File: config.mk
export PLATFORM = sky130hd
export DESIGN_NAME = parity_frame_rx
export DESIGN_NICKNAME = d
export VERILOG_FILES = /design/src/rtl/parity_frame_rx.sv
export SDC_FILE = /design/constraint.sdc
export NUM_CORES = 1
export LEC_CHECK = 0
export CAP_MARGIN = 20
export CORE_AREA = 2 2 50 52
export DETAILED_ROUTE_END_ITERATION = 10
export DIE_AREA = 0 0 52 54
export HOLD_SLACK_MARGIN = 0.08
export PLACE_DENSITY = 0.78
export RECOVER_POWER = 50
export SYNTH_ARGS = -nofsm -noshare
export SYNTH_HDL_FRONTEND = slang
export SYNTH_SLANG_ARGS = --single-unit
File: constraint.sdc
create_clock -name clk -period 3.4 [get_ports clk]
set_input_delay 0.85 -clock clk [delete_from_list [all_inputs] [get_ports clk]]
set_output_delay 0.85 -clock clk [all_outputs]
set_load 0.005 [all_outputs]
File: src/rtl/parity_frame_rx.sv
// parity_frame_rx
// Receive end of the parity link. It deserialises a frame made of a start bit (0),
// DATA_W data bits sent LSB first, one parity bit and a stop bit (1).
// Parity is recomputed over the received data. The parity result and the stop-bit
// check are reported with a one-cycle data_valid pulse.
// The line is only sampled on clock edges where bit_en is high.

module parity_frame_rx #(
    parameter int DATA_W = 8,
    parameter int ODD    = 0
) (
    input  logic              clk,
    input  logic              rst,
    input  logic              bit_en,
    input  logic              rx,
    output logic [DATA_W-1:0] data_out,
    output logic              data_valid,
    output logic              parity_err,
    output logic              frame_err,
    output logic              busy
);

    // One extra counter bit so the count never wraps inside a frame.
    localparam int              CW      = $clog2(DATA_W) + 1;
    localparam logic [CW-1:0]   LAST    = CW'(DATA_W - 1);
    localparam logic            ODD_BIT = (ODD != 0);

    typedef enum logic [1:0] {
        IDLE,
        DATA,
        PAR,
        STOP
    } state_t;

    state_t              state, state_n;
    logic [CW-1:0]       cnt, cnt_n;
    logic [DATA_W-1:0]   sreg, sreg_n;
    logic                xr, xr_n;
    logic                perr, perr_n;
    logic                load;

    // Frame-tracking state: FSM, bit counter, shift register and running parity.
    always_ff @(posedge clk or posedge rst) begin
        if (rst) begin
            state <= IDLE;
            cnt   <= '0;
            sreg  <= '0;
            xr    <= 1'b0;
            perr  <= 1'b0;
        end else begin
            state <= state_n;
            cnt   <= cnt_n;
            sreg  <= sreg_n;
            xr    <= xr_n;
            perr  <= perr_n;
        end
    end

    // Next-state logic. Nothing moves unless bit_en is high.
    // Data enters at the MSB and shifts right, so the first bit received ends up in sreg[0].
    always_comb begin
        state_n = state;
        cnt_n   = cnt;
        sreg_n  = sreg;
        xr_n    = xr;
        perr_n  = perr;
        load    = 1'b0;
        if (bit_en) begin
            case (state)
                IDLE: begin
                    if (!rx) begin
                        state_n = DATA;
                        cnt_n   = '0;
                        xr_n    = 1'b0;
                    end
                end
                DATA: begin
                    sreg_n = {rx, sreg[DATA_W-1:1]};
                    xr_n   = xr ^ rx;
                    cnt_n  = cnt + 1'b1;
                    if (cnt == LAST) begin
                        state_n = PAR;
                    end
                end
                PAR: begin
                    perr_n  = xr ^ rx ^ ODD_BIT;
                    state_n = STOP;
                end
                STOP: begin
                    load    = 1'b1;
                    state_n = IDLE;
                end
                default: begin
                    state_n = IDLE;
                end
            endcase
        end
    end

    // Result registers. They update on the stop-bit edge and hold until the next frame completes.
    always_ff @(posedge clk or posedge rst) begin
        if (rst) begin
            data_out   <= '0;
            data_valid <= 1'b0;
            parity_err <= 1'b0;
            frame_err  <= 1'b0;
        end else begin
            data_valid <= load;
            if (load) begin
                data_out   <= sreg;
                parity_err <= perr;
                frame_err  <= ~rx;
            end
        end
    end

    assign busy = (state != IDLE);

endmodule

==> reports/metrics.cfg <==
[routing]
wl_mm = 2.02
drtIter0Drc = 12
avgRoutedWirePerCell_microns = 13.6
num_vias = 816
detail-route-antenna-nets = 0
vias_per_cell = 5.48
first_pass_iters = 4
drc = 0

[cts]
clockBufferDepth = 2
tritoncts = built
cts-root-buf = clkbuf_4
clock_sinks = 27
cts_made_buffers = 3
cts_resized = 0
path_clk_slew_ns = 0.14
htree_levels = 1
post_cts.repair.setup_buffers = 0
hold_buffers = 0
clock_latency_ns = 0.31

[pwr]
ir_drop_v = 0.000472
power_frac_seq = 0.458
p_clk_frac = 0.108
p_sw_uw = 441
swShare = 0.347
power_mw = 1.27
p_int_uw = 829
comb_power_share = 0.434
leakage_nw = 0.647
p_per_area_nw_per_um2 = 884

[die]
dieHeight_microns = 54
dieArea_sq_um = 2810
coreArea_sq_um = 2320
row_count = 18
die_w_microns = 52
pin_count = 16
start_util = 0.538

[critical_path]
worst-path-max-fanout = 10
critical-path-top-cell-by-count = inv_1
crit_chain = inv_1 -> ha_1 -> inv_1 -> clkdlybuf4s50_1
endpoint_kind = primary output
slowest_delay_ns = 0.45
critPathSlowestCell = clkdlybuf4s50_1
start_kind = flop
critPathRequiredTime_ns = 2.55
arrival_ns = 1.77
critPathKind = flop to primary output
r2r_start = state[1]
crit_start = state[0]

[timing]
setup_viol = 0
final-max-slew-violation-count = 0
fin_crit_sh = 0.771
rsz0062_at_grt = no
worst_slack_ns = 0.778
period_needed_ns = 2.62
final_hold_viol_count = 0
tightestPinTransition_ns = 1.29
clock_skew_ns = 0.00231
finalHoldWorstSlack_ns = 0.504
slew_headroom = 0.142
max_freq_ghz = 0.381
setup-tns-final_ns = 0

[synthesis]
synthArstFlopShare = 1.00
postSynthAreaPerCell_sq_um = 12.0
synth-edff-count = 0
yosys.area.top_type = dfrtp_1
synth_area_leaders = dfrtp_1 54%, mux2_2 9.0%, mux2_1 6.3%
syn_area_sq_um = 1250
synth_most_common_cell = dfrtp_1
synthCells = 104
synth_flop_cell = dfrtp_1
ys_warn_count = 0
synth_top_cell_area_share = 0.542
synthesis.nets = 113
ys_seq_area_frac = 0.542
synthDistinctLibCells = 30
synth-seq-cells = 27
ys_top_cells_by_count = 27 x dfrtp_1, 10 x mux2_2, 7 x inv_1, 7 x mux2_1, 7 x nand2_1

[layout]
ff_latch_area_sq_um = 676
fillerInstances = 182
syn2layout_area_growth_pct = 15.0
multi_input_area_sq_um = 512
layout-drive-gt1-share = 0.134
n_antenna_cell = 0
nets = 129

[grt]
grt_pass1_wl_mm = 3.35
overflow = 0
grt_usage = 0.163
antenna_found_initial = 0
grt_pass1_vias = 744
grt_max_degree = 28

[placed_design]
portBuffers = 15
gp_congestion = 0.781
hpwlAfterDp_mm = 1.44
dp_slack_ns = 0.859

[run]
maxCapViolations = 0

[hold_path]
holdCritStartpoint = frame_err
hold_path_class = flop to flop

[outcome]
status = finished, final reports clean

## routing by layer
layer / GRT usage / up-vias / share of wire
li1: - / 400 / -
met1: 0.219 / 394 / 0.45
met2: 0.268 / 20 / 0.50
met3: 0.0250 / 2 / 0.042
met4: 0.0614 / 0 / 0.0064
met5: 0 / - / 0
## cell families (layout without fill, tap and decap cells)
group                      after synthesis  count (layout)  synth area share
xor gates and xnor gates                 1               1           0.00702
DFF                                     27              27             0.542
AOI/OAI and AO/OA                       19              19             0.102
and+or+nand+nor                         22              22            0.0913
buffers and inverters                   12              27            0.0461
muxes                                   18              18             0.161
adders and majority gates                5               5            0.0502
## registers in the layout, summed over array words and instances, names as in the netlist
name	count
frame_err	1
perr	1
sreg	8
data_out	8
state	2
xr	1
parity_err	1
cnt	4
data_valid	1
## final timing paths
kind                             endpoint  slack [ns]  cells after the start
max in group asynchronous          cnt[0]        1.20                      3
worst max register to register     cnt[3]        1.53                      5
min in group asynchronous         sreg[1]        0.81                      2
worst min register to register  frame_err        0.50                      2
worst max-delay path                 busy        0.78                      4
worst min-delay path            frame_err        0.50                      2
## power by group through the flow
| stage | Combinational, mW | Sequential, mW | Clock, mW |
|---|---|---|---|
| 2_1_floorplan | 0.370 | 0.570 | 0 |
| 3_3_place_gp | 0.536 | 0.582 | 0 |
| 3_5_place_dp | 0.556 | 0.592 | 0 |
| 4_1_cts | 0.557 | 0.583 | 0.142 |
| 5_1_grt | 0.619 | 0.607 | 0.158 |
| 6_report | 0.551 | 0.582 | 0.137 |
## layout by cell type, fill, tap and decap left out, types with 2 or more instances in the layout
cell type         n
dfrtp_1          27
ha_1              5
o21ai_1           2
a21oi_1           5
dlygate4sd3_1     3
nand2_1           8
clkbuf_4          3
nor2_1            5
mux2_2           10
mux2_1            7
inv_1             7
a31oi_1           2
clkdlybuf4s50_1  12
o21ai_0           3
nand3_1           3
## area by class of cell
class                      instances  area share
clock inverter                     1     0.00523
multi-input combinational         65       0.357
clock buffer                       3      0.0157
sequential                        27       0.471
tap                               30      0.0262
inverter                           7      0.0183
timing repair buffer              16       0.107
## worst max-delay path, delay by kind of cell (launching register included)
family,cells,cell delay [ns]
buf+inv,3,0.63
fa+ha+maj,1,0.39
flops,1,0.44
## metrics by stage
stage / util / cells / instance area (sq um)
after floorplan: - / 104 / 1250
after global placement: 0.605 / 144 / 1400
after detailed placement: 0.605 / 144 / 1400
after CTS: 0.618 / 148 / 1430
after global routing: 0.619 / 149 / 1440
final: 0.619 / 149 / 1440
No activity file was read; power rests on OpenSTA's default activity.
